**src/rtl/add_sub_pkg.sv**
```systemverilog
// Shared word width and sequencer state encoding for the multi-precision add/sub sequencer.
package add_sub_pkg;
  localparam int WORD_W = 32;
  typedef enum logic [1:0] {IDLE, ISSUE, WAIT, DONE} mp_state_t;
endpackage

```
**src/rtl/mp_add_sub_seq_if.sv**
```systemverilog
// Request, word-stage and result signals of the multi-precision add/sub sequencer.
interface mp_add_sub_seq_if
  import add_sub_pkg::*;
#(parameter int NWORDS = 4);
  logic                     in_valid;
  logic                     in_ready;
  logic [NWORDS*WORD_W-1:0] in_a;
  logic [NWORDS*WORD_W-1:0] in_b;
  logic                     in_ci;
  logic                     in_sub;
  logic [WORD_W-1:0]        as_a;
  logic [WORD_W-1:0]        as_b;
  logic                     as_ci;
  logic                     as_sub;
  logic [WORD_W-1:0]        as_s;
  logic                     as_co;
  logic                     out_valid;
  logic                     out_ready;
  logic [NWORDS*WORD_W-1:0] out_res;
  logic                     out_co;
  logic                     out_zero;
  logic                     out_ovf;

  modport slave (
    input  in_valid, in_a, in_b, in_ci, in_sub, as_s, as_co, out_ready,
    output in_ready, as_a, as_b, as_ci, as_sub, out_valid, out_res, out_co, out_zero, out_ovf
  );
  modport master (
    output in_valid, in_a, in_b, in_ci, in_sub, as_s, as_co, out_ready,
    input  in_ready, as_a, as_b, as_ci, as_sub, out_valid, out_res, out_co, out_zero, out_ovf
  );
endinterface

```
**src/rtl/mp_add_sub_seq.sv**
```systemverilog
// Multi-precision add/sub sequencer: walks NWORDS words LSW first through an external 1-cycle stage.
// Optional result flags (out_zero, out_ovf) are built when ADD_SUB_FLAGS_EN is defined.
module mp_add_sub_seq
  import add_sub_pkg::*;
#(parameter int NWORDS = 4)
(
  input logic             clk,
  input logic             rst_n,
  mp_add_sub_seq_if.slave bus
);
  localparam int IDX_W = (NWORDS > 1) ? $clog2(NWORDS) : 1;
  localparam logic [IDX_W-1:0] LAST = IDX_W'(NWORDS - 1);

  mp_state_t                     r_state, w_state_nx;
  logic [IDX_W-1:0]              r_idx;
  logic [IDX_W-1:0]              w_idx_nx;
  logic [NWORDS-1:0][WORD_W-1:0] r_a, r_b, r_res;
  logic [NWORDS-1:0][WORD_W-1:0] w_res_nx;
  logic                          r_sub, r_carry;
  logic [WORD_W-1:0]             r_as_a, r_as_b;
  logic                          r_as_ci, r_as_sub;
  logic                          w_accept, w_capture, w_last;

  assign w_accept  = (r_state == IDLE) && bus.in_valid;
  assign w_capture = (r_state == WAIT);
  assign w_last    = (r_idx == LAST);
  assign w_idx_nx  = r_idx + 1'b1;

  always_ff @(posedge clk or negedge rst_n) begin
    if (!rst_n) r_state <= IDLE;
    else        r_state <= w_state_nx;
  end

  always_comb begin
    w_state_nx = r_state;
    case (r_state)
      IDLE:    if (bus.in_valid) w_state_nx = ISSUE;
      ISSUE:   w_state_nx = WAIT;
      WAIT:    w_state_nx = w_last ? DONE : ISSUE;
      DONE:    if (bus.out_ready) w_state_nx = IDLE;
      default: w_state_nx = IDLE;
    endcase
  end

  always_comb begin
    w_res_nx        = r_res;
    w_res_nx[r_idx] = bus.as_s;
  end

  // Stage inputs are registered and loaded on the edge entering ISSUE, so they hold elsewhere.
  always_ff @(posedge clk or negedge rst_n) begin
    if (!rst_n) begin
      r_a      <= '0;
      r_b      <= '0;
      r_res    <= '0;
      r_sub    <= 1'b0;
      r_carry  <= 1'b0;
      r_idx    <= '0;
      r_as_a   <= '0;
      r_as_b   <= '0;
      r_as_ci  <= 1'b0;
      r_as_sub <= 1'b0;
    end else begin
      if (w_accept) begin
        r_a      <= bus.in_a;
        r_b      <= bus.in_b;
        r_sub    <= bus.in_sub;
        r_carry  <= bus.in_ci;
        r_idx    <= '0;
        r_as_a   <= bus.in_a[WORD_W-1:0];
        r_as_b   <= bus.in_b[WORD_W-1:0];
        r_as_ci  <= bus.in_ci;
        r_as_sub <= bus.in_sub;
      end
      if (w_capture) begin
        r_res   <= w_res_nx;
        r_carry <= bus.as_co;
        if (!w_last) begin
          r_idx   <= w_idx_nx;
          r_as_a  <= r_a[w_idx_nx];
          r_as_b  <= r_b[w_idx_nx];
          r_as_ci <= bus.as_co;
        end
      end
    end
  end

  assign bus.in_ready  = (r_state == IDLE);
  assign bus.out_valid = (r_state == DONE);
  assign bus.out_res   = r_res;
  assign bus.out_co    = r_carry;
  assign bus.as_a      = r_as_a;
  assign bus.as_b      = r_as_b;
  assign bus.as_ci     = r_as_ci;
  assign bus.as_sub    = r_as_sub;

`ifdef ADD_SUB_FLAGS_EN
  logic r_zero, r_ovf;
  logic w_a_msb, w_b_msb, w_s_msb;

  assign w_a_msb = r_a[NWORDS-1][WORD_W-1];
  assign w_b_msb = r_b[NWORDS-1][WORD_W-1];
  assign w_s_msb = bus.as_s[WORD_W-1];

  // Flags are taken from the final word as it lands, so they align with out_valid.
  always_ff @(posedge clk or negedge rst_n) begin
    if (!rst_n) begin
      r_zero <= 1'b0;
      r_ovf  <= 1'b0;
    end else if (w_capture && w_last) begin
      r_zero <= (w_res_nx == '0);
      r_ovf  <= r_sub ? ((w_a_msb != w_b_msb) && (w_s_msb != w_a_msb))
                      : ((w_a_msb == w_b_msb) && (w_s_msb != w_a_msb));
    end
  end

  assign bus.out_zero = r_zero;
  assign bus.out_ovf  = r_ovf;
`else
  assign bus.out_zero = 1'b0;
  assign bus.out_ovf  = 1'b0;
`endif

endmodule

```
**src/flat_wrapper.sv**
```systemverilog
// flat-port wrapper written by rule: the top's interface ports become plain ports
module mp_add_sub_seq_flat import add_sub_pkg::*;
#(parameter int NWORDS = 4)
  (clk, rst_n, bus_in_valid, bus_in_a, bus_in_b, bus_in_ci, bus_in_sub, bus_as_s, bus_as_co, bus_out_ready, bus_in_ready, bus_as_a, bus_as_b, bus_as_ci, bus_as_sub, bus_out_valid, bus_out_res, bus_out_co, bus_out_zero, bus_out_ovf);
  mp_add_sub_seq_if #(.NWORDS(NWORDS)) bus_i ();
  input logic clk;
  input logic rst_n;
  input wire logic [$bits(bus_i.in_valid)-1:0] bus_in_valid;
  input wire logic [$bits(bus_i.in_a)-1:0] bus_in_a;
  input wire logic [$bits(bus_i.in_b)-1:0] bus_in_b;
  input wire logic [$bits(bus_i.in_ci)-1:0] bus_in_ci;
  input wire logic [$bits(bus_i.in_sub)-1:0] bus_in_sub;
  input wire logic [$bits(bus_i.as_s)-1:0] bus_as_s;
  input wire logic [$bits(bus_i.as_co)-1:0] bus_as_co;
  input wire logic [$bits(bus_i.out_ready)-1:0] bus_out_ready;
  output wire logic [$bits(bus_i.in_ready)-1:0] bus_in_ready;
  output wire logic [$bits(bus_i.as_a)-1:0] bus_as_a;
  output wire logic [$bits(bus_i.as_b)-1:0] bus_as_b;
  output wire logic [$bits(bus_i.as_ci)-1:0] bus_as_ci;
  output wire logic [$bits(bus_i.as_sub)-1:0] bus_as_sub;
  output wire logic [$bits(bus_i.out_valid)-1:0] bus_out_valid;
  output wire logic [$bits(bus_i.out_res)-1:0] bus_out_res;
  output wire logic [$bits(bus_i.out_co)-1:0] bus_out_co;
  output wire logic [$bits(bus_i.out_zero)-1:0] bus_out_zero;
  output wire logic [$bits(bus_i.out_ovf)-1:0] bus_out_ovf;
  assign bus_i.in_valid = bus_in_valid;
  assign bus_i.in_a = bus_in_a;
  assign bus_i.in_b = bus_in_b;
  assign bus_i.in_ci = bus_in_ci;
  assign bus_i.in_sub = bus_in_sub;
  assign bus_i.as_s = bus_as_s;
  assign bus_i.as_co = bus_as_co;
  assign bus_i.out_ready = bus_out_ready;
  assign bus_in_ready = bus_i.in_ready;
  assign bus_as_a = bus_i.as_a;
  assign bus_as_b = bus_i.as_b;
  assign bus_as_ci = bus_i.as_ci;
  assign bus_as_sub = bus_i.as_sub;
  assign bus_out_valid = bus_i.out_valid;
  assign bus_out_res = bus_i.out_res;
  assign bus_out_co = bus_i.out_co;
  assign bus_out_zero = bus_i.out_zero;
  assign bus_out_ovf = bus_i.out_ovf;
  mp_add_sub_seq #(.NWORDS(NWORDS)) u_core (.clk(clk), .rst_n(rst_n), .bus(bus_i));
endmodule
```
**config.mk**
```make
export PLATFORM = sky130hd
export DESIGN_NAME = mp_add_sub_seq_flat
export DESIGN_NICKNAME = d
export VERILOG_FILES = /design/src/rtl/add_sub_pkg.sv /design/src/rtl/mp_add_sub_seq_if.sv /design/src/rtl/mp_add_sub_seq.sv /design/src/flat_wrapper.sv
export SDC_FILE = /design/constraint.sdc
export NUM_CORES = 1
export LEC_CHECK = 0
export ABC_AREA = 1
export BUFFER_PORTS_ARGS = -buffer_cell sky130_fd_sc_hd__buf_4
export CORE_AREA = 2 2 226 228
export DETAILED_ROUTE_END_ITERATION = 16
export DIE_AREA = 0 0 228 230
export PLACE_DENSITY_LB_ADDON = 0.08
export SLEW_MARGIN = 20
export SYNTH_ARGS = -nofsm -noshare
export SYNTH_HDL_FRONTEND = slang
export SYNTH_SLANG_ARGS = --single-unit
```
**constraint.sdc**
```tcl
create_clock -name clk -period 3.8 [get_ports clk]
set_input_delay 0.95 -clock clk [delete_from_list [all_inputs] [get_ports clk]]
set_output_delay 0.95 -clock clk [all_outputs]
set_load 0.02 [all_outputs]
```
==> summary.txt, run 1 <==
Floorplanning
  – Core ar.: 49900 sq um
  – Die span in x: 228 um
  – Vertical die dimension: 230 um
  – Starting Density: 0.399
  – Die outline area: 52400 sq um
  – Row count: 82
  – IO Count: 494

Synth
  – Post-synth EDFFs: 0
  – Avg Synthesized Cell Area: 8.06 sq um
  – Number of warnings printed during yosys synthesis: 0
  – Most instantiated library cell after synthesis: nand2_1
  – Sequential share of the synthesized area: 0.573
  – Most area-consuming cells after synthesis: dfrtp_1 57%, nand2_1 17%, o21ai_0 9.2%, inv_1 6.8%, nand3_1 4.9%
  – Biggest area consumer among synthesized cells: dfrtp_1
  – Area of the mapped netlist: 19900 sq um
  – Synth cell types: 22
  – Gate count after technology mapping: 2469
  – Top_reg_cell synth: dfrtp_1
  – Top-area cell type share of the netlist area: 0.573
  – Seq cells post-synth: 455
  – Async set-reset flop share out of synthesis: 1.00
  – Post-synth top cells: 914 x nand2_1, 455 x dfrtp_1, 365 x o21ai_0

Setup path
  – Worst Setup Start Kind: flip-flop
  – Worst-path maximum fanout: 43
  – Crit path capture type: flip-flop
  – WS Path Type: flip-flop to flip-flop
  – Crit path DAT: 2890 ps
  – Endpoint required time on the critical path: 4270 ps

Clock tree
  – Number of H-tree levels: 2
  – Hold Buf Count CTS: 0
  – Number of buffers inserted during clock tree synthesis: 51
  – Source-to-sink clock delay at the later pin of the worst-skew pair: 600 ps
  – Number of buffers inserted to repair setup after CTS: 0
  – Clock tree from TritonCTS: built
  – CTS root buffer: clkbuf_16
  – Count of cells resized by post-cts repair: 0
  – Maximum buffer depth of the clock tree: 3
  – Sinks on Clock Net: 455
  – Clock slew at the register clock pins of the worst setup and hold paths: 60 ps

STA
  – Setup violation total in the final timing report: 0
  – Sum of negative setup slack: 0 ps
  – Post-route clock skew: 14.8 ps
  – Fmax: 0.413 GHz
  – Unrepaired setup endpoints after global routing: false
  – Final period demand of the worst path: 2420 ps
  – Hold Slack: 371 ps
  – Slew @ Worst Pin: 1110 ps
  – Final period util: 0.638
  – Max transition margin: 0.259
  – Setup slack after layout: 1380 ps
  – Final Hold Violating Endpoints: 0
  – Count of final max-slew check failures: 0

Power
  – Logic pwr share: 0.445
  – Sequential Power Share: 0.348
  – Clock network fraction of design power: 0.207
  – Design Power: 24.0 mW
  – Maximum VDD drop: 475 uV
  – Internal power consumption: 14.0 mW
  – Switching share of power: 0.416
  – Sw Pwr: 9.97 mW
  – P_leak: 13.9 nW
  – Total power density per cell area: 926 nW/um^2

Finish
  – Sequential Area: 11400 sq um
  – Fin util: 0.519
  – Fraction of final layout cells sized beyond drive strength 1: 0.212
  – Final non-filler cell area: 25900 sq um
  – Area of the multi-input gates: 6480 sq um
  – Filler cell count: 4906
  – Layout Area Growth over Synthesis: 30.2%
  – NumNets Final: 3202
  – Count of non-filler cells in the finished layout: 3618

Drt
  – Post-DRT Antenna Nets: 0
  – Met3 routed WL: 4.23 mm
  – Final WL: 63.9 mm
  – Uppermost layer routed: met5
  – Detailed-routed wire length on met2: 30.4 mm
  – Detailed-route via count: 17400
  – DR WL/cell: 17.7 um
  – Detailed-route vias per instance: 4.82
  – First-pass DRT Iterations: 5
  – Post-route DRC: 0
  – Detailed-routing wirelength on met1: 27.3 mm
  – Initial DRC Count: 1319

Worst hold path
  – Class of the tightest hold or removal check: input port to async pin

Global route
  – Initial antenna violation count: 7
  – Vias in the first global route: 17400
  – Pin count of the biggest net entering global routing: 102
  – Global-route usage over all layers: 0.243
  – Global-route wire length before repair: 99.7 mm
  – Total congestion overflow: 0

Place
  – Placed instance count: 3522
  – Setup slack after placement: 1330 ps
  – Post-detailed-placement half-perimeter wirelength: 42.9 mm
  – Count of input and output buffers: 491
  – Routability-driven placement congestion ratio: 0.852
  – Area post-placement: 24200 sq um

Status
  – Outcome: finished clean

Flow run
  – Number of max-cap violations: 0
## power groups by stage
stage / clock (mW) / combinational [mW] / sequential, mW
final: 4.96 / 10.7 / 8.35
after CTS: 5.08 / 10.8 / 8.35
after global routing: 5.30 / 12.0 / 8.59
after global placement: 0 / 10.6 / 8.36
after detailed placement: 0 / 10.8 / 8.42
after floorplan: 0 / 5.55 / 9.39
## worst max-delay path: stages, from the launching register on
cell and delay (ps):
dfrtp_4 610, inv_4 120, buf_4 470, ha_1 250, nand2_2 300, buf_4 350
nand2_1 80, o21ai_0 90
## path summary, 6_finish.rpt
kind,start,to,slack (ps),cells after the start
max,u_core.r_idx[0]$_DFF_PN0_,u_core.bus.out_res[93]$_DFFE_PN0P_,1380,7
min,rst_n,u_core.r_a[85]$_DFFE_PN0P_,370,1
max reg2reg,u_core.r_idx[0]$_DFF_PN0_,u_core.bus.out_res[93]$_DFFE_PN0P_,1380,7
min reg2reg,u_core.bus.out_res[11]$_DFFE_PN0P_,u_core.bus.out_res[11]$_DFFE_PN0P_,480,2
max in group asynchronous,rst_n,u_core.bus.out_res[58]$_DFFE_PN0P_,2400,3
min in group clk,u_core.bus.out_res[11]$_DFFE_PN0P_,u_core.bus.out_res[11]$_DFFE_PN0P_,480,2
## layout make-up
type	count	area share
sequential	455	0.440
multi-input combinational	1508	0.250
antenna	2	0.000193
clock buffer	79	0.0600
tap	672	0.0325
clock inverter	15	0.00556
inverter	360	0.0523
timing repair buffer	527	0.159
## state kept, by name, indices dropped and copies added (netlist names)
name                count
u_core.bus.as_b        32
u_core.bus.out_res    128
u_core.r_state          2
u_core.r_idx            2
u_core.bus.as_sub       1
u_core.r_b            128
u_core.bus.out_co       1
u_core.r_a            128
u_core.bus.as_a        32
u_core.bus.as_ci        1
## metal layers
layer	up-vias	global-route usage
li1	8442	-
met1	8383	0.318
met2	486	0.397
met3	109	0.0596
met4	10	0.0778
met5	-	0
## cells by family after synthesis
| group | after synthesis | share of synthesized area |
|---|---|---|
| simple gates | 1114 | 0.224 |
| buf+inv | 507 | 0.103 |
| flops | 455 | 0.573 |
| compound gates | 388 | 0.0980 |
| fa+ha+maj | 4 | 0.00252 |
| other cells | 1 | 0.000189 |
## placed cells by master (no fill, tap or decap), types with 2 or more instances in the layout
master     count
nand3_1      193
o21ai_1       20
ha_1           3
inv_1        356
nand2_2        4
clkbuf_1      12
clkbuf_8      15
dfrtp_1      454
conb_1         2
nand2_1      912
o211ai_1       2
diode_2        2
nor2_4         2
bufinv_16      2
inv_2          3
o21ai_0      365
clkbuf_16     52
buf_12        13
buf_4        513
clkinv_2      10
No activity file was read; power rests on OpenSTA's default activity.
==> inputs of run 2 (changes only) <==
==> constraint.sdc (replaced) <==
create_clock -name clk -period 2.2 [get_ports clk]
set_input_delay 0.55 -clock clk [delete_from_list [all_inputs] [get_ports clk]]
set_output_delay 0.55 -clock clk [all_outputs]
set_load 0.02 [all_outputs]
==> run 2 against run 1 <==
Against the previous run:
- combinational power grew 77%
- critical path type unchanged
- final area grew 1.3%
- via count grew 0.52%
- highest routed layer unchanged
- clock skew grew 7.6 ps
==> summary.txt, run 2 (synthesis results as in run 1) <==
Setup path
  – Worst-case reg-to-reg path depth: 7 (unchanged)
  – WS Path Type: flip-flop to flip-flop
  – Most Frequent Cell on Critical Path: buf_12
  – Crit. Startpoint: u_core.r_idx[0]$_DFF_PN0_
  – Crit path capture type: flip-flop
  – Endpoint required time on the critical path: 2670 ps (-1600 ps)
  – FF-to-FF End: u_core.bus.out_res[72]$_DFFE_PN0P_
  – Highest cell delay on the worst timing path: 530 ps (-80 ps)
  – Worst-path maximum fanout: 131 (+200%)
  – Register-to-Register Setup Slack: 180 ps (-1200 ps)
  – Worst Setup Start Kind: flip-flop
  – Origin of the critical flop-to-flop path: u_core.r_idx[0]$_DFF_PN0_
  – Crit path DAT: 2490 ps (-400 ps)
  – Cell type of the slowest stage on the worst timing path: buf_12
  – Cell-by-cell trace of the critical path: inv_4 -> buf_12 -> ha_1 -> nand2_2 -> buf_12 -> nand2_1 -> o21ai_0

Drt
  – DR WL/cell: 17.4 um (-1.6%)
  – Initial DRC Count: 1226 (-7.1%)
  – Final WL: 63.4 mm (-0.81%)
  – Post-route DRC: 0 (unchanged)
  – Detailed-route via count: 17500 (+0.52%)
  – Post-DRT Antenna Nets: 0 (unchanged)
  – First-pass DRT Iterations: 5 (unchanged)
  – Detailed-route vias per instance: 4.80 (-0.28%)

Worst hold path
  – Hold-critical path depth: 3
  – Start point of the worst hold path: bus_in_sub
  – Class of the tightest hold or removal check: input port to flip-flop
  – Endpoint, Worst Hold: u_core.bus.as_sub$_DFFE_PN0P_

Finish
  – Fraction of final layout cells sized beyond drive strength 1: 0.216 (+0.00406)
  – Area of the multi-input gates: 6480 sq um (unchanged)
  – Commonest cells after routing, fill and taps aside: 912 x nand2_1, 524 x buf_4, 454 x dfrtp_1
  – Sequential Area: 11400 sq um (unchanged)
  – Layout Area Growth over Synthesis: 31.8%
  – Leading cell type in the layout, fill and taps excluded: nand2_1
  – Filler cell count: 4801 (-2.1%)
  – NumNets Final: 3230 (+0.87%)

Clock tree
  – Number of buffers inserted during clock tree synthesis: 51 (unchanged)
  – Sinks on Clock Net: 455 (unchanged)
  – Clock tree from TritonCTS: built
  – Clock slew at the register clock pins of the worst setup and hold paths: 60 ps (about the same)
  – Number of buffers inserted to repair setup after CTS: 0 (unchanged)
  – Source-to-sink clock delay at the later pin of the worst-skew pair: 600 ps (about the same)
  – CTS root buffer: clkbuf_16
  – Maximum buffer depth of the clock tree: 3 (unchanged)
  – Number of H-tree levels: 2 (unchanged)

Power
  – Maximum VDD drop: 1100 uV (+130%)
  – Total power density per cell area: 1590 nW/um^2 (+71%)
  – P_leak: 14.1 nW (+1.2%)

Global route
  – Vias in the first global route: 17400 (+0.56%)
  – Initial antenna violation count: 4 (-3)
  – Global-route wire length before repair: 99.2 mm (-0.57%)
  – Global-route usage over all layers: 0.241 (-0.00227)
  – Total congestion overflow: 0 (unchanged)
  – Pin count of the biggest net entering global routing: 132 (+29%)

Floorplanning
  – Vertical die dimension: 230 um (unchanged)
  – Die span in x: 228 um (unchanged)
  – Starting Density: 0.399 (unchanged)
  – Row count: 82 (unchanged)
  – IO Count: 494 (unchanged)
  – Core ar.: 49900 sq um (unchanged)
  – Die outline area: 52400 sq um (unchanged)

STA
  – Sum of negative setup slack: 0 ps (unchanged)
  – Fmax: 0.494 GHz (+20%)
  – Setup slack after layout: 178 ps (-1200 ps)
  – Final Hold Violating Endpoints: 0 (unchanged)
  – Max transition margin: 0.430 (+0.171)
  – Slew @ Worst Pin: 855 ps (-257 ps)
  – Setup violation total in the final timing report: 0 (unchanged)
  – Final period util: 0.919 (+0.282)
  – Unrepaired setup endpoints after global routing: false
  – Final period demand of the worst path: 2020 ps (-400 ps)
  – Post-route clock skew: 22.4 ps (+7.61 ps)
  – Count of final max-slew check failures: 0 (unchanged)

Place
  – Setup slack after placement: 131 ps (-1200 ps)
  – Post-detailed-placement half-perimeter wirelength: 43.5 mm (+1.4%)
  – Count of input and output buffers: 491 (unchanged)
  – Routability-driven placement congestion ratio: 0.847 (-0.66%)

Flow run
  – Number of max-cap violations: 0 (unchanged)

Status
  – Outcome: finished clean
## run 2: cell types whose count changed in the layout (fill, tap and decap cells not counted), moves of 8 or more
cell / delta
buf_12: +15
buf_4: +11
clkbuf_1: +9
clkbuf_8: -8
## run 2: final cells by class
type / count / area share
Sequential cell: 455 / 0.434
Multi-Input combinational cell: 1508 / 0.247
Timing Repair Buffer: 555 / 0.173
Clock buffer: 80 / 0.0563
Inverter: 360 / 0.0516
Tap cell: 672 / 0.0321
Clock inverter: 14 / 0.00530
Antenna cell: 3 / 0.000286
## run 2: through the flow
step                hold slack, ps  instance area, sq um  total power, mW   util  std cells
global placement               456                 24600             33.2  0.493       3549
finish                         144                 26200             41.6  0.526       3647
global route                   128                 26200             44.9  0.526       3645
detailed placement             451                 24600             33.6  0.493       3549
floorplan                      254                 19900             25.8      -       2470
CTS                            118                 26200             42.1  0.526       3644
## run 2: repair_timing
item	in CTS	in global routing
hold endpoints to repair	13	0
gates resized for setup	0	1
hold buffers	1	0
endpoints found under the setup margin	0	2
## run 2: worst max path at each step
stage / slack (ps) / cells past startpoint / endpoint
2_1_floorplan: 130 / 11 / u_core.bus.as_a[13]$_DFF_PN0_
3_3_place_gp: 190 / 7 / u_core.bus.as_a[1]$_DFF_PN0_
3_5_place_dp: 130 / 7 / u_core.bus.as_a[1]$_DFF_PN0_
4_1_cts: 120 / 7 / u_core.bus.as_a[1]$_DFF_PN0_
5_1_grt: 50 / 7 / u_core.bus.out_res[85]$_DFFE_PN0P_
6_report: 180 / 7 / u_core.bus.out_res[72]$_DFFE_PN0P_
## run 2: critical path: cells and delay by family, from the launching register on
family	cells	cell delay, ps
buf+inv	3	810
flops	1	510
fa+ha+maj	1	270
simple gates	2	170
compound gates	1	90
## run 2: routing by layer
| layer | share of wire | vias up | global-route usage | wire [um] |
|---|---|---|---|---|
| li1 | - | 8503 | - | - |
| met1 | 0.43 | 8417 | 0.319 | 27500 |
| met2 | 0.48 | 493 | 0.399 | 30300 |
| met3 | 0.062 | 103 | 0.0505 | 3930 |
| met4 | 0.026 | 4 | 0.0703 | 1660 |
| met5 | 0.00046 | - | 0 | 29 |
## run 2: report_power, final
part	total [mW]	switching (mW)	internal (mW)
registers	14.3	1.81	12.5
clock network	8.32	3.49	4.84
logic	18.9	11.9	7.03
==> inputs of run 3 (changes only) <==
--- a/config.mk
+++ b/config.mk
@@ -5,7 +5,6 @@
 export SDC_FILE = /design/constraint.sdc
 export NUM_CORES = 1
 export LEC_CHECK = 0
-export ABC_AREA = 1
 export BUFFER_PORTS_ARGS = -buffer_cell sky130_fd_sc_hd__buf_4
 export CORE_AREA = 2 2 226 228
 export DETAILED_ROUTE_END_ITERATION = 16
==> run 3 against run 2 <==
Against the previous run:
- clock power up 5.3%
- flip-flop and latch count stayed put
- register-to-register slack about the same
- core utilization is 0.068 points higher
- clock skew fell by 1.3 ps
- routed wire length shrank 12%
- critical path depth decreased by 4
- global-route usage down 2.9 points
- combinational power up 5%
- first-iteration DRC count is 58% lower
==> summary.txt, run 3 <==
Worst hold path
  – Start point of the worst hold path: bus_out_ready
  – Endpoint, Worst Hold: u_core.r_state[0]$_DFFE_PN0P_
  – Hold-critical path depth: 2 (-1)
  – Class of the tightest hold or removal check: input port to flip-flop

Power
  – Total power density per cell area: 1670 nW/um^2 (+5.3%)
  – P_leak: 12.0 nW (-15%)
  – Maximum VDD drop: 804 uV (-27%)

Setup path
  – Crit path capture type: primary output
  – Crit path DAT: 1580 ps (-910 ps)
  – Worst-case reg-to-reg path depth: 6 (-1)
  – Worst-path maximum fanout: 7 (-95%)
  – Origin of the critical flop-to-flop path: u_core.r_idx[0]$_DFF_PN0_
  – Worst Setup Start Kind: flip-flop
  – WS Path Type: flip-flop to primary output
  – Register-to-Register Setup Slack: 180 ps (about the same)
  – FF-to-FF End: u_core.bus.as_b[12]$_DFF_PN0_
  – Endpoint required time on the critical path: 1650 ps (-1020 ps)

Drt
  – Post-route DRC: 0 (unchanged)
  – First-pass DRT Iterations: 5 (unchanged)
  – Post-DRT Antenna Nets: 0 (unchanged)
  – Final WL: 56.0 mm (-12%)
  – DR WL/cell: 21.8 um (+25%)
  – Detailed-route vias per instance: 5.11 (+6.4%)
  – Initial DRC Count: 514 (-58%)
  – Detailed-route via count: 13100 (-25%)

STA
  – Final Hold Violating Endpoints: 0 (unchanged)
  – Fmax: 0.470 GHz (-5.0%)
  – Post-route clock skew: 21.0 ps (-1.34 ps)
  – Sum of negative setup slack: 0 ps (unchanged)
  – Max transition margin: 0.549 (+0.118)
  – Hold Slack: 168 ps (+24.3 ps)
  – Final period demand of the worst path: 2130 ps (+107 ps)
  – Slew @ Worst Pin: 677 ps (-178 ps)
  – Final period util: 0.968 (+0.0488)
  – Unrepaired setup endpoints after global routing: false
  – Count of final max-slew check failures: 0 (unchanged)
  – Setup violation total in the final timing report: 0 (unchanged)

Synth
  – Number of warnings printed during yosys synthesis: 0 (unchanged)
  – Biggest area consumer among synthesized cells: dfrtp_1
  – Area of the mapped netlist: 19700 sq um (-0.70%)
  – Async set-reset flop share out of synthesis: 1.00 (unchanged)
  – Most instantiated library cell after synthesis: dfrtp_1
  – Post-synth top cells: 455 x dfrtp_1, 452 x mux2_2, 128 x a22oi_1
  – Sequential share of the synthesized area: 0.577 (+0.00406)
  – Top-area cell type share of the netlist area: 0.577 (+0.00406)
  – Top_reg_cell synth: dfrtp_1
  – Most area-consuming cells after synthesis: dfrtp_1 58%, mux2_2 26%, a22oi_1 4.9%, mux2_4 4.6%, nand3_1 1.6%
  – Post-synth EDFFs: 0 (unchanged)
  – Seq cells post-synth: 455 (unchanged)
  – Gate count after technology mapping: 1350 (-45%)
  – Synth cell types: 28 (+27%)
  – Avg Synthesized Cell Area: 14.6 sq um (+82%)

Finish
  – Fraction of final layout cells sized beyond drive strength 1: 0.606 (+0.391)
  – Layout Area Growth over Synthesis: 32.9%
  – Filler cell count: 4404 (-8.3%)
  – Commonest cells after routing, fill and taps aside: 511 x buf_4, 454 x dfrtp_1, 452 x mux2_2
  – NumNets Final: 2151 (-33%)
  – Leading cell type in the layout, fill and taps excluded: buf_4

Clock tree
  – Maximum buffer depth of the clock tree: 3 (unchanged)
  – Sinks on Clock Net: 455 (unchanged)
  – Number of H-tree levels: 2 (unchanged)
  – Clock tree from TritonCTS: built
  – Number of buffers inserted to repair setup after CTS: 0 (unchanged)
  – Clock slew at the register clock pins of the worst setup and hold paths: 60 ps (about the same)
  – Number of buffers inserted during clock tree synthesis: 50 (-2.0%)
  – Source-to-sink clock delay at the later pin of the worst-skew pair: 570 ps (-30 ps)
  – CTS root buffer: clkbuf_16

Flow run
  – Number of max-cap violations: 0 (unchanged)

Floorplanning
  – Row count: 82 (unchanged)
  – IO Count: 494 (unchanged)
  – Die outline area: 52400 sq um (unchanged)
  – Die span in x: 228 um (unchanged)
  – Starting Density: 0.396 (-0.00281)
  – Core ar.: 49900 sq um (unchanged)
  – Vertical die dimension: 230 um (unchanged)

Global route
  – Initial antenna violation count: 6 (+2)
  – Total congestion overflow: 0 (unchanged)
  – Vias in the first global route: 14000 (-20%)
  – Global-route wire length before repair: 85.9 mm (-13%)
  – Global-route usage over all layers: 0.211 (-0.0293)
  – Pin count of the biggest net entering global routing: 66 (-50%)

Place
  – Count of input and output buffers: 491 (unchanged)
  – Post-detailed-placement half-perimeter wirelength: 39.0 mm (-10%)
  – Routability-driven placement congestion ratio: 0.810 (-4.3%)

Status
  – Outcome: finished clean
## run 3: changes by cell type in the layout (fill, tap and decap cells not counted), moves of 4 or more
cell	delta
nand2_1	-848
mux2_2	+452
o21ai_0	-363
inv_1	-353
nand3_1	-129
a22oi_1	+128
mux2_4	+60
o21ai_1	-20
buf_4	-13
clkbuf_1	-10
clkbuf_8	+5
bufinv_16	+4
nand2_2	-4
## run 3: cell type report
class / instances / area, sq um / share of cell area
Sequential cell: 455 / 11400 / 0.434
Multi-Input combinational cell: 799 / 7810 / 0.298
Timing Repair Buffer: 543 / 4460 / 0.170
Clock buffer: 74 / 1480 / 0.0565
Tap cell: 672 / 841 / 0.0320
Clock inverter: 18 / 246 / 0.00939
Inverter: 3 / 11.3 / 0.000429
Antenna cell: 4 / 10.0 / 0.000381
## run 3: cell families (layout without fill, tap and decap cells)
logic type | after synthesis | after routing | share of synthesized area
AO/OA/AOI/OAI | 138 | 138 | 0.0522
buffers and inverters | 97 | 638 | 0.0300
adder cells (fa/ha/maj) | 4 | 4 | 0.00253
flip-flops | 455 | 455 | 0.577
multiplexers | 513 | 513 | 0.304
other | 1 | 6 | 0.000190
AND/OR/NAND/NOR | 142 | 142 | 0.0345
## run 3: critical path: stages (launching register included)
cell,delay (ps)
dfrtp_2,450
buf_4,170
nor2_1,190
buf_4,190
## run 3: routing by layer
| metal | vias up | global-route usage | share of wire |
|---|---|---|---|
| met2 | 352 | 0.344 | 0.48 |
| li1 | 5949 | - | - |
| met5 | - | 0 | 0.00036 |
| met1 | 6738 | 0.274 | 0.42 |
| met3 | 79 | 0.0615 | 0.070 |
| met4 | 4 | 0.0613 | 0.020 |
## run 3: how the worst max path moves through the flow
stage / from / end / slack [ps] / depth (start not counted)
4_1_cts: u_core.r_state[1]$_DFFE_PN0P_ / bus_out_valid / 20 / 3
3_5_place_dp: u_core.r_idx[0]$_DFF_PN0_ / u_core.bus.as_b[30]$_DFF_PN0_ / 180 / 6
2_1_floorplan: u_core.r_idx[0]$_DFF_PN0_ / u_core.bus.as_a[23]$_DFF_PN0_ / 290 / 7
5_1_grt: u_core.r_state[1]$_DFFE_PN0P_ / bus_out_valid / 20 / 3
6_report: u_core.r_state[1]$_DFFE_PN0P_ / bus_in_ready / 70 / 3
3_3_place_gp: u_core.r_idx[0]$_DFF_PN0_ / u_core.bus.as_b[30]$_DFF_PN0_ / 190 / 6
## run 3: where the power goes
part           internal (mW)  total (mW)  leakage, nW  switching [mW]
logic                   10.7        19.9         5.73            9.13
registers               12.8        15.2         5.38            2.45
clock network           5.35        8.76        0.856            3.41
## run 3: stage by stage
stage / util / std cells / total power, mW / area [sq um] / setup slack [ps]
2_1_floorplan: - / 1351 / 28.1 / 19800 / 287
3_5_place_dp: 0.491 / 2471 / 35.4 / 24500 / 176
6_report: 0.526 / 2568 / 43.8 / 26300 / 70.2
4_1_cts: 0.526 / 2564 / 44.4 / 26200 / 21.6
3_3_place_gp: 0.491 / 2471 / 35.0 / 24500 / 187
5_1_grt: 0.526 / 2567 / 46.5 / 26200 / 19.7
## run 3: timing repair
| action | 4_1_cts | 5_1_grt |
|---|---|---|
| endpoints found under the setup margin | 0 | 2 |
| endpoints found under the hold margin | 40 | 0 |
| resized for setup | 0 | 1 |
| hold buffers | 1 | 0 |
